`config.mk`:
```
export PLATFORM = sky130hd
export DESIGN_NAME = ibuf_rd_responder
export DESIGN_NICKNAME = d
export VERILOG_FILES = /design/src/rtl/ibuf_rd_responder.sv
export SDC_FILE = /design/constraint.sdc
export NUM_CORES = 1
export LEC_CHECK = 0
export ABC_AREA = 0
export CAP_MARGIN = 20
export CORE_ASPECT_RATIO = 1.25
export CORE_MARGIN = 3
export CORE_UTILIZATION = 56
export CTS_CLUSTER_DIAMETER = 100
export DETAILED_ROUTE_END_ITERATION = 10
export PLACE_DENSITY_LB_ADDON = 0.15
export SLEW_MARGIN = 20
export SYNTH_ARGS = -nofsm -noshare
export SYNTH_HDL_FRONTEND = slang
export SYNTH_SLANG_ARGS = --single-unit
```
`constraint.sdc`:
```
create_clock -name clk_i -period 7.22 [get_ports clk_i]
set_input_delay 0.722 -clock clk_i [delete_from_list [all_inputs] [get_ports clk_i]]
set_output_delay 0.722 -clock clk_i [all_outputs]
set_load 0.1 [all_outputs]
```
`src/rtl/ibuf_rd_responder.sv`:
```
// Read responder for the input-buffer AR/R handshake: queues burst requests, reads the
// feature-map SRAM one word per credited cycle and returns the words as R beats with rlast.
module ibuf_rd_responder #(
  parameter int unsigned DW       = 32,
  parameter int unsigned AW       = 32,
  parameter int unsigned MEM_AW   = 10,
  parameter int unsigned AQ_DEPTH = 2
) (
  input  logic              clk_i,
  input  logic              rst_ni,
  input  logic [AW-1:0]     araddr_i,
  input  logic              arvalid_i,
  output logic              arready_o,
  input  logic [3:0]        arburst_i,
  output logic [DW-1:0]     rdata_o,
  output logic              rvalid_o,
  input  logic              rready_i,
  output logic              rlast_o,
  output logic              mem_en_o,
  output logic [MEM_AW-1:0] mem_addr_o,
  input  logic [DW-1:0]     mem_rdata_i,
  output logic              err_burst_o
);

  localparam int unsigned AqPtrW = $clog2(AQ_DEPTH);

  typedef enum logic [0:0] {StIdle, StRun} state_e;

  state_e state_q, state_d;

  // Request queue entries: start word address and beats-1.
  logic [MEM_AW-1:0] aq_addr_q [AQ_DEPTH];
  logic [7:0]        aq_len_q  [AQ_DEPTH];
  logic [AqPtrW-1:0] aq_wptr_q, aq_rptr_q;
  logic [AqPtrW:0]   aq_cnt_q, aq_cnt_d;
  logic              aq_full, aq_empty, aq_push, aq_pop;
  logic [3:0]        burst_clamped;
  logic [8:0]        push_beats;
  logic [7:0]        push_len;
  logic              err_burst_q;

  // Current burst being issued.
  logic [MEM_AW-1:0] base_q;
  logic [7:0]        len_q, idx_q;

  logic              issue, issue_last, credit;
  logic [MEM_AW-1:0] issue_addr;
  logic              rd_pend_q, rd_last_q;

  // Output buffer.
  logic [DW-1:0]     ob_data_q [2];
  logic              ob_last_q [2];
  logic              ob_wptr_q, ob_rptr_q;
  logic [1:0]        ob_cnt_q;
  logic              ob_rd;
  logic [2:0]        ob_level;

  if (AW > MEM_AW) begin : g_unused_addr
    logic unused_araddr;
    assign unused_araddr = ^araddr_i[AW-1:MEM_AW];
  end

  assign aq_full       = (aq_cnt_q == (AqPtrW + 1)'(AQ_DEPTH));
  assign aq_empty      = (aq_cnt_q == '0);
  assign arready_o     = !aq_full && rst_ni;
  assign aq_push       = arvalid_i && arready_o;
  assign burst_clamped = (arburst_i > 4'd8) ? 4'd8 : arburst_i;
  assign push_beats    = 9'd1 << burst_clamped;
  assign push_len      = 8'(push_beats - 9'd1);

  always_comb begin
    aq_cnt_d = aq_cnt_q;
    if (aq_push && !aq_pop) begin
      aq_cnt_d = aq_cnt_q + (AqPtrW + 1)'(1);
    end else if (!aq_push && aq_pop) begin
      aq_cnt_d = aq_cnt_q - (AqPtrW + 1)'(1);
    end
  end

  always_ff @(posedge clk_i) begin
    if (!rst_ni) begin
      aq_wptr_q   <= '0;
      aq_rptr_q   <= '0;
      aq_cnt_q    <= '0;
      err_burst_q <= 1'b0;
    end else begin
      aq_cnt_q <= aq_cnt_d;
      if (aq_push) begin
        aq_wptr_q <= aq_wptr_q + AqPtrW'(1);
        if (arburst_i > 4'd8) begin
          err_burst_q <= 1'b1;
        end
      end
      if (aq_pop) begin
        aq_rptr_q <= aq_rptr_q + AqPtrW'(1);
      end
    end
  end

  always_ff @(posedge clk_i) begin
    if (aq_push) begin
      aq_addr_q[aq_wptr_q] <= araddr_i[MEM_AW-1:0];
      aq_len_q[aq_wptr_q]  <= push_len;
    end
  end

  assign err_burst_o = err_burst_q;

  // Issue only while the buffer plus in-flight reads, net of this cycle's pop, stays below 2.
  assign ob_rd    = rvalid_o && rready_i;
  assign ob_level = {1'b0, ob_cnt_q} + {2'b0, rd_pend_q};
  assign credit   = ob_level < (3'd2 + {2'b0, ob_rd});

  always_ff @(posedge clk_i) begin
    if (!rst_ni) begin
      state_q <= StIdle;
    end else begin
      state_q <= state_d;
    end
  end

  always_comb begin
    state_d = state_q;
    unique case (state_q)
      StIdle: if (aq_pop && !issue_last) state_d = StRun;
      StRun:  if (issue && issue_last) state_d = StIdle;
      default: state_d = StIdle;
    endcase
  end

  always_comb begin
    issue      = 1'b0;
    issue_last = 1'b0;
    issue_addr = '0;
    aq_pop     = 1'b0;
    if (rst_ni) begin
      unique case (state_q)
        StIdle: begin
          if (!aq_empty && credit) begin
            issue      = 1'b1;
            aq_pop     = 1'b1;
            issue_addr = aq_addr_q[aq_rptr_q];
            issue_last = (aq_len_q[aq_rptr_q] == 8'd0);
          end
        end
        StRun: begin
          if (credit) begin
            issue      = 1'b1;
            issue_addr = base_q + MEM_AW'(idx_q);
            issue_last = (idx_q == len_q);
          end
        end
        default: ;
      endcase
    end
  end

  assign mem_en_o   = issue;
  assign mem_addr_o = issue_addr;

  always_ff @(posedge clk_i) begin
    if (!rst_ni) begin
      base_q    <= '0;
      len_q     <= '0;
      idx_q     <= '0;
      rd_pend_q <= 1'b0;
      rd_last_q <= 1'b0;
    end else begin
      rd_pend_q <= issue;
      rd_last_q <= issue_last;
      if (aq_pop) begin
        base_q <= aq_addr_q[aq_rptr_q];
        len_q  <= aq_len_q[aq_rptr_q];
        idx_q  <= 8'd1;
      end else if (issue) begin
        idx_q <= idx_q + 8'd1;
      end
    end
  end

  // SRAM data lands in the buffer one cycle after its read was issued.
  always_ff @(posedge clk_i) begin
    if (!rst_ni) begin
      ob_wptr_q <= 1'b0;
      ob_rptr_q <= 1'b0;
      ob_cnt_q  <= 2'd0;
    end else begin
      if (rd_pend_q) begin
        ob_wptr_q <= !ob_wptr_q;
      end
      if (ob_rd) begin
        ob_rptr_q <= !ob_rptr_q;
      end
      if (rd_pend_q && !ob_rd) begin
        ob_cnt_q <= ob_cnt_q + 2'd1;
      end else if (!rd_pend_q && ob_rd) begin
        ob_cnt_q <= ob_cnt_q - 2'd1;
      end
    end
  end

  always_ff @(posedge clk_i) begin
    if (rd_pend_q) begin
      ob_data_q[ob_wptr_q] <= mem_rdata_i;
      ob_last_q[ob_wptr_q] <= rd_last_q;
    end
  end

  assign rvalid_o = (ob_cnt_q != 2'd0);
  assign rdata_o  = rvalid_o ? ob_data_q[ob_rptr_q] : '0;
  assign rlast_o  = rvalid_o && ob_last_q[ob_rptr_q];

endmodule

```
# Word level (Yosys, flattened, before mapping)
# Memory sizes are Yosys's and may differ from the RTL's. A register that Yosys moved wholly into a read port is not among the register bits.
# Cells that the tools add are included.
# op_classes
reduce_logical	28
n_bitwise	2
n_addsub	11
muxes	37
magnitude_cmp	2
n_shift	1
n_eq_ne	2
# op_table
op	count
two-way mux 32 bit	1
two-way mux 10 bit	3
two-way mux 1 bit	24
one-hot mux 10 bit (2 select lines)	1
logical AND 1 bit	11
adder 10 x 8 -> 10 bit	1
logical NOT 1 bit	9
adder 8 x 1 -> 8 bit (second input constant)	1
== test 8 bit	1
logical NOT 8 bit	1
two-way mux 2 bit	4
nonzero test 2 bit	4
<< shifter 1 x 4 -> 8 bit (first input constant)	1
subtractor 8 x 1 -> 8 bit (second input constant)	1
one-hot mux 1 bit (2 select lines)	3
adder 2 x 1 -> 2 bit (second input constant)	2
greater-than comparator 4 bit (second input constant)	1
two-way mux 4 bit	1
subtractor 2 x 1 -> 2 bit (second input constant)	2
adder 2 x 1 -> 3 bit	1
adder 2 x 1 -> 3 bit (first input constant)	1
< comparator 3 bit	1
adder 1 bit (second input constant)	2
== test 2 bit (second input constant)	1
other kinds (4)	5
# totals
wordCells	101
ram_bits	102
n_memories	4
input_bits	72
output_inout_bits	47
ff_bits	38
# memory_table
memory	words	word_bits	read_ports	rd_ports_with_merged_regs	write_ports	line	rtl
ob_data_q	2	32	1	1	1	51	logic [DW-1:0] ob_data_q [2];
aq_addr_q	2	10	1	1	1	32	logic [MEM_AW-1:0] aq_addr_q [AQ_DEPTH];
aq_len_q	2	8	1	1	1	33	logic [7:0] aq_len_q [AQ_DEPTH];
ob_last_q	2	1	1	1	1	52	logic ob_last_q [2];

# Depth between registers and ports, before layout
# Gate-level depths: netlist of run 1.
# depth
depth_word	12
mapped_depth	9
mapped_depth_nobuf	9

# Worst setup path before layout of run 1
# OpenSTA, ideal clock, no wires.
# synth_timing
path_type	in2reg
from	input rst_ni
to	memory aq_addr_q[0][0], enable pin
slack_ns	2.266
arrival_ns	4.560
path_stages	4
setup_time_ns	0.394
cell_sequence	clkbuf_1 > a21boi_0 > nand2_1 > nor2_1
# synth_between
elab_chain_len	4
# synth_rtl
element	line	rtl
start, declared	10	input logic rst_ni,
logical AND 1 bit	65	assign arready_o = !aq_full && rst_ni;
net arready_o	13	output logic arready_o,
logical AND 1 bit	66	assign aq_push = arvalid_i && arready_o;
two-way mux 1 bit	101	if (aq_push) begin
two-way mux 1 bit (implied by the code)	102	aq_addr_q[aq_wptr_q] <= araddr_i[MEM_AW-1:0];
end, declared	32	
# The timed path passes the listed nets, and every way through them passes these cells.

# Worst setup path after layout of run 1
# layout_timing
from	input rready_i
to	output mem_addr_o[4]
# layout_between
elab_chain_len	7
# layout_rtl
element	line	rtl
start, declared	17	input logic rready_i,
logical AND 1 bit (*)	110	assign ob_rd = rvalid_o && rready_i;
adder 2 x 1 -> 3 bit (*)	112	assign credit = ob_level < (3'd2 + {2'b0, ob_rd});
< comparator 3 bit (*)	112	
logical AND 1 bit	139	if (!aq_empty && credit) begin
two-way mux 10 bit	139	
one-hot mux 10 bit (2 select lines) (*)	137	unique case (state_q)
two-way mux 10 bit (*)	136	if (rst_ni) begin
end, declared	20	output logic [MEM_AW-1:0] mem_addr_o,
# Every way passes the cells marked *; elsewhere a longest branch is shown, timed or not.

==> impl_results.md, run 1 <==
* Initial Util at 58.7%
* Internal power at 2.07 mW
* Commonest cells after routing, fill and taps aside: edfxtp_1 (102), clkdlybuf4s50_1 (96), mux2i_1 (52)
* Total negative setup slack at 0 ns
* Drt via density at 5.65
* CP Launch Type: primary input
* Comb power frac at 44.8%
* Quantity of hold-fixing buffers added after cts at 0
* Initial antenna violation count at 0
* Final Instance Area at 0.00779 mm2
* CTS sink count at 142
* Largest net degree at the start of global routing at 40
* R2r worst-path depth at 8
* Number of remaining DRC errors at 0
* # setup viols final at 0
* Port Buffers at 96
* # rows at 41
* Post-DP HPWL at 7990 um
* Vias at 4009
* Tot Pwr at 3.68 mW
* Syn Nets at ~560
* Minimum clock period at 4.56 ns
* EDFF count, synth at 102
* Total grt overflow at 0
* Max H-tree Level at 4
* Max clock buf depth at 2
* Total power density per cell area at 472 mW/mm2
* Mapped cell area at 0.00608 mm2
* Clk_lat worst skew at 0.41 ns
* Clock root buffer: clkbuf_16
* Status: finished clean
* Final period utilization at 63.1%
* Yosys warnings at 0
* CP Max Fanout at 11
* Maxcap violations at 0
* Post-CTS Resized at 0
* Total Routing Usage GR at between 20% and 30%
* Area Growth Syn to Fin at 28.1%
* Max Clk Rate at between 200 and 250 MHz
* Ports at 119
* Clk slew on worst S/H paths at 0.05 ns
* Least-Margin Pin Slew at 0.998 ns
* Gate Count Post-Synth at 469
* Critical path data required time at 6.50 ns
* Post-synth ARST share at 0%
* Number of synthesized register bits at ~140
* Most used DFF post-synth: edfxtp_1
* Routability cong. at between 0.8 and 0.9
* Sequential share of power at a little under a third
* Post-place setup slack at 2.63 ns
* Min-delay src: rd_last_q$_SDFF_PN0_
* DR pass1 iterations at 5
* RSZ-0062 raised after global routing: false
* Hold path cells at 0
* VDD IR-drop max at between 0.2 and 0.3 mV
* Crit path kind: in2out
* Clock share of power at 24.1%
* Initial DRC count at 197
* Min setup slack post-route at roughly 2.7 ns
* Sw power at 1.61 mW
* Per-cell routed wire length at 17.1 um
* Die W at 99.2 um
* First-pass GRT wire length at around 20000 um
* CORE AREA at 0.0104 mm2
* Vias in the first global route at 4079
* Register area at between 0.003 and 0.004 mm2
* Switching Fraction at approximately 44%
* Hold Violations, Final at 0
* Cell variety after synth at 47
* Routed wire length at around 12000 um
* Critical path data arrival time at 3.84 ns
* Placed Cells at 678
* Proportion of layout cells with a drive suffix above 1 at under 10%
* Setup Buffers After CTS at 0
* Setup crit end kind: primary output
* Diode count at 0
* Max-slew headroom at about a third
* Post-synthesis sequential area ratio at 63.5%
* Setup slack on the worst flop-to-flop path at 4.50 ns
* Hold Crit Class: reg2reg
* Filler cells at between 600 and 700
* Hold worst-path end: ob_last_q[1]$_DFFE_PP_
* Area of the multi-input gates at 0.00210 mm2
* TritonCTS clock tree: built
* Commonest non-fill, non-tap cell in the layout: edfxtp_1
* Layout Cells excl Fill at between 700 and 800
* Die height at between 100 and 150 um
* Worst flop-to-flop path endpoint: aq_cnt_q[1]$_SDFFE_PN0P_
* Max Slew Vio Count at 0
* Clock Skews at between 0.009 and 0.01 ns
* Start of the worst register-to-register path: ob_cnt_q[0]$_SDFFE_PN0P_
* Die area at roughly 0.012 mm2
* Final ANT Viol Nets at 0
* Syn avg cell area at approximately 13 um2
* NumNets Final at 655
* TritonCTS buffer count at 17
* Dpl cell area at roughly 0.007 mm2
* LEAKAGE at 2.87 nW
-- registers in the layout, summed over array words and instances (netlist names), 2 cells and up, named ones only --
| signal | count |
|---|---|
| aq_cnt_q | 2 |
| ob_data_q | 64 |
| base_q | 10 |
| aq_addr_q | 20 |
| aq_len_q | 16 |
| ob_last_q | 2 |
| ob_cnt_q | 2 |
| len_q | 8 |
| idx_q | 8 |
-- per-stage QoR --
| stage | hold slack, ns | utilization (%) |
|---|---|---|
| finish | 0.441 | 75.2 |
| global route | 0.473 | 75.2 |
| CTS | 0.443 | 75.2 |
| detailed placement | 0.426 | 69.3 |
| global placement | 0.416 | 69.3 |
| floorplan | 0.404 | - |
-- cells in the mapped netlist, types with 3 or more instances --
cell	instances	area share, %
and2_1	8	0.82
clkbuf_1	20	1.2
a21oi_1	7	0.58
nand2_1	28	1.7
nand2b_1	6	0.62
mux2i_1	52	8.6
o22ai_1	10	1.0
nand3_1	5	0.41
nor3_1	4	0.33
dfxtp_1	40	13
inv_1	13	0.80
nor2b_1	4	0.41
edfxtp_1	102	50
nor4_1	7	0.72
xnor2_1	13	1.9
or3_1	5	0.51
a21boi_0	3	0.37
ha_1	14	2.9
or4_1	3	0.37
o21a_1	4	0.49
nor2_1	51	3.1
a211oi_1	3	0.37
xor2_1	12	1.7
o21ai_0	10	0.82
o211a_1	17	2.8
-- how the worst max path moves through the flow --
stage / depth (start not counted) / start / slack, ns / endpoint
2_1_floorplan: 4 / rst_ni / 2.27 / aq_addr_q[0][0]$_DFFE_PP_
4_1_cts: 6 / rready_i / 2.63 / mem_addr_o[4]
6_report: 6 / rready_i / 2.66 / mem_addr_o[4]
3_3_place_gp: 6 / rready_i / 2.69 / mem_addr_o[4]
5_1_grt: 9 / idx_q[0]$_SDFFE_PN0P_ / 2.47 / mem_addr_o[8]
3_5_place_dp: 6 / rready_i / 2.63 / mem_addr_o[4]
-- layout make-up --
type / count / share of cell area, %
flip-flops and latches: 142 / 49.6
multi-input cells: 292 / 27.0
repair buffers: 102 / 12.9
clock buffers: 21 / 5.66
clock inverters: 11 / 2.12
well taps: 129 / 2.07
inverters: 13 / 0.627
-- metal layers --
metal / share of wire (%) / track usage (%) / vias up / wire length, um
met5: 0 / 0 / - / 0
met4: 1.9 / 7.69 / 0 / 229
met3: 5.2 / 6.48 / 20 / 630
met2: 54 / 37.9 / 126 / 6570
met1: 39 / 23.6 / 1936 / 4710
li1: - / - / 1927 / -
-- cell families after synthesis --
| logic type | Yosys count | synth area share, % |
|---|---|---|
| XOR/XNOR | 25 | 3.60 |
| AO/OA/AOI/OAI | 67 | 8.27 |
| flip-flops | 142 | 63.5 |
| buffers and inverters | 35 | 2.18 |
| AND/OR/NAND/NOR | 132 | 10.5 |
| adder cells (fa/ha/maj) | 15 | 3.21 |
| multiplexers | 53 | 8.74 |
-- worst max-delay path, stage by stage --
cell and delay, ns:
clkdlybuf4s50_1 0.47, o21ai_2 0.09, o21a_4 0.25, nand4bb_1 0.57
o32ai_1 0.53, clkdlybuf4s50_1 1.21
-- power groups by stage --
stage | registers, mW | logic (mW) | clock network, mW
after floorplan | 1.11 | 1.31 | 0
after global placement | 1.15 | 1.62 | 0
after detailed placement | 1.16 | 1.64 | 0
after CTS | 1.14 | 1.65 | 0.899
after global routing | 1.16 | 1.74 | 0.935
final | 1.14 | 1.65 | 0.886
No activity file was read; power rests on OpenSTA's default activity.
==> run 2: changes to the inputs <==
- CORE_UTILIZATION: 56 -> 47
- clock period: 7.22 -> 4.13 ns (I/O delays scaled with it)
==> impl_results.md, run 2 (synthesized netlist as in run 1, its figures left out) <==
* Post-layout util at 63.2% (was 75.2%)
* Met2 wire length at 5590 um (was 6570 um)
* Max clock buf depth at 2 (unchanged)
* Maxcap violations at 0 (unchanged)
* Final ANT Viol Nets at 0 (unchanged)
* First-pass GRT wire length at 18400 um (was 19700 um)
* Drt via density at 5.22 (was 5.65)
* LEAKAGE at 2.90 nW (was 2.87 nW)
* Commonest cells after routing, fill and taps aside: edfxtp_1 (102), clkdlybuf4s50_1 (83), mux2i_1 (52) (was edfxtp_1 (102), clkdlybuf4s50_1 (96), mux2i_1 (52))
* Post-place setup slack at 1.20 ns (was 2.63 ns)
* Vias in the first global route at 3896 (was 4079)
* Hold Crit Class: reg2reg (unchanged)
* TritonCTS clock tree: built (unchanged)
* DR pass1 iterations at 4 (was 5)
* Clock share of power at 24.1% (about the same)
* CP Max Fanout at 7 (was 11)
* Post-DP HPWL at 7720 um (was 7990 um)
* Internal power at 3.56 mW (was 2.07 mW)
* Max Clk Rate at a little under 300 MHz
* Met1 Wirelength at 4800 um (was 4710 um)
* Proportion of layout cells with a drive suffix above 1 at 10.3% (was 7.23%)
* Largest register by flop count: ob_data_q (unchanged)
* Hold worst-path end: ob_last_q[0]$_DFFE_PP_ (was ob_last_q[1]$_DFFE_PP_)
* Clock Skews at 0.00631 ns (was 0.00942 ns)
* Sw power at 2.83 mW (was 1.61 mW)
* Die height at 133 um (was 123 um)
* Vias at 3891 (was 4009)
* Crit path kind: reg2out (was in2out)
* Area Growth Syn to Fin at 28.7% (was 28.1%)
* Min-delay src: rd_last_q$_SDFF_PN0_ (unchanged)
* Number of remaining DRC errors at 0 (unchanged)
* Per-cell routed wire length at 15.0 um (was 17.1 um)
* Setup crit end kind: primary output (unchanged)
* Die W at 108 um (was 99.2 um)
* Dpl cell area at 0.00721 mm2 (was 0.00718 mm2)
* Post-CTS Resized at 0 (unchanged)
* RSZ-0062 raised after global routing: false (unchanged)
* CTS sink count at 142 (unchanged)
* Ports at 119 (unchanged)
* Largest net degree at the start of global routing at 39 (was 40)
* Hold Violations, Final at 0 (unchanged)
* Minimum clock period at about 3.4 ns
* Routed wire length at 11200 um (was 12100 um)
* Die area at 0.0143 mm2 (was 0.0122 mm2)
* Setup Buffers After CTS at 0 (unchanged)
* Regs by FF count: ob_data_q: 64 flops, aq_addr_q: 20 flops, aq_len_q: 16 flops (unchanged)
* Critical path data required time at 3.72 ns (was 6.50 ns)
* R2r worst-path depth at 8 (unchanged)
* Final Instance Area at 0.00782 mm2 (was 0.00779 mm2)
* Sequential share of power at 31.4% (was 31.1%)
* CORE AREA at 0.0124 mm2 (was 0.0104 mm2)
* Max reg flops at 64 (unchanged)
* Comb power frac at 44.5% (was 44.8%)
* # setup viols final at 0 (unchanged)
* Least-Margin Pin Slew at 1.04 ns (was 0.998 ns)
* Min setup slack post-route at 0.760 ns (was 2.66 ns)
* Diode count at 0 (unchanged)
* Clock root buffer: clkbuf_16 (unchanged)
* Total grt overflow at 0 (unchanged)
* Initial antenna violation count at 0 (unchanged)
* Final period utilization at 81.6%
* CP Launch Type: flip-flop (was primary input)
* Total negative setup slack at 0 ns (unchanged)
* Switching Fraction at 44.3% (was 43.7%)
* TritonCTS buffer count at 17 (unchanged)
* Status: finished clean (unchanged)
* Quantity of hold-fixing buffers added after cts at 0 (unchanged)
* Initial DRC count at 197 (unchanged)
* WL met3 at 554 um (was 630 um)
* Port Buffers at 96 (unchanged)
* Commonest non-fill, non-tap cell in the layout: edfxtp_1 (unchanged)
* Total power density per cell area at 816 mW/mm2 (was 472 mW/mm2)
* Total Routing Usage GR at 16.3% (was 21.1%)
* Highest Signal Layer: met4 (unchanged)
* Initial Util at 49.1% (was 58.7%)
* Max Slew Vio Count at 0 (unchanged)
* Max H-tree Level at 4 (unchanged)
* Clk slew on worst S/H paths at 0.06 ns (was 0.05 ns)
* Setup slack on the worst flop-to-flop path at 1.45 ns (was 4.50 ns)
* Critical path data arrival time at 2.96 ns (was 3.84 ns)
* NumNets Final at 656 (was 655)
* Routability cong. at 0.844 (was 0.856)
* # rows at 45 (was 41)
* Worst flop-to-flop path endpoint: aq_cnt_q[1]$_SDFFE_PN0P_ (unchanged)
* Start of the worst register-to-register path: ob_cnt_q[0]$_SDFFE_PN0P_ (unchanged)
* Hold path cells at 0 (unchanged)
* Max-slew headroom at 30.7% (was 33.2%)
* Clk_lat worst skew at 0.41 ns (about the same)
* VDD IR-drop max at 0.466 mV (was 0.279 mV)
==> run 2: cell types whose count changed in the layout (fill, tap and decap cells not counted), sizes merged <==
cell,delta
clkinv,+2
bufinv,-1
clkdlybuf4s50,-13
clkbuf,-4
inv,+3
buf,+14
==> run 2: metal layers <==
layer  vias to the layer above  track usage, %
met5                         -               0
met4                         0            7.58
met3                        18            3.78
met2                        90            27.6
met1                      1844            19.7
li1                       1939               -
==> run 2: worst max-delay path by stage <==
stage / from / endpoint / slack [ns] / cells after the start
floorplan: idx_q[0]$_SDFFE_PN0P_ / mem_addr_o[4] / 0.09 / 7
global placement: idx_q[0]$_SDFFE_PN0P_ / mem_addr_o[8] / 1.22 / 9
detailed placement: flip-flop / rdata_o[7] / 1.20 / 3
CTS: idx_q[0]$_SDFFE_PN0P_ / mem_addr_o[8] / 0.72 / 9
global route: idx_q[0]$_SDFFE_PN0P_ / mem_addr_o[8] / 0.58 / 9
finish: idx_q[0]$_SDFFE_PN0P_ / mem_addr_o[8] / 0.76 / 9
==> run 2: power groups by stage <==
stage	clock network, mW	registers (mW)	logic (mW)
6_report	1.54	2.01	2.84
5_1_grt	1.64	2.04	3.02
4_1_cts	1.57	2.01	2.87
3_5_place_dp	0	2.04	2.86
3_3_place_gp	0	2.03	2.83
2_1_floorplan	0	1.94	2.29
==> run 2: layout make-up <==
type / instances / area [um2]
sequential: 142 / 3860
fill: 974 / 4560
tap: 164 / 205
clock inverter: 15 / 185
timing repair buffer: 103 / 993
multi-input combinational: 292 / 2100
inverter: 13 / 48.8
clock buffer: 17 / 425
==> run 2: through the flow <==
stage | std cells | hold slack [ns] | total power, mW
floorplan | 469 | 0.404 | 4.23
global placement | 714 | 0.417 | 4.86
detailed placement | 714 | 0.433 | 4.90
CTS | 746 | 0.441 | 6.46
global route | 746 | 0.465 | 6.70
finish | 746 | 0.441 | 6.39
==> run 2: worst max-delay path, stage by stage (launching register included) <==
cell	delay, ns
dfxtp_1	0.52
ha_1	0.26
inv_1	0.07
fa_1	0.39
nand2b_1	0.18
a21oi_1	0.26
o311ai_0	0.19
mux2i_1	0.15
o22ai_1	0.19
buf_4	0.34
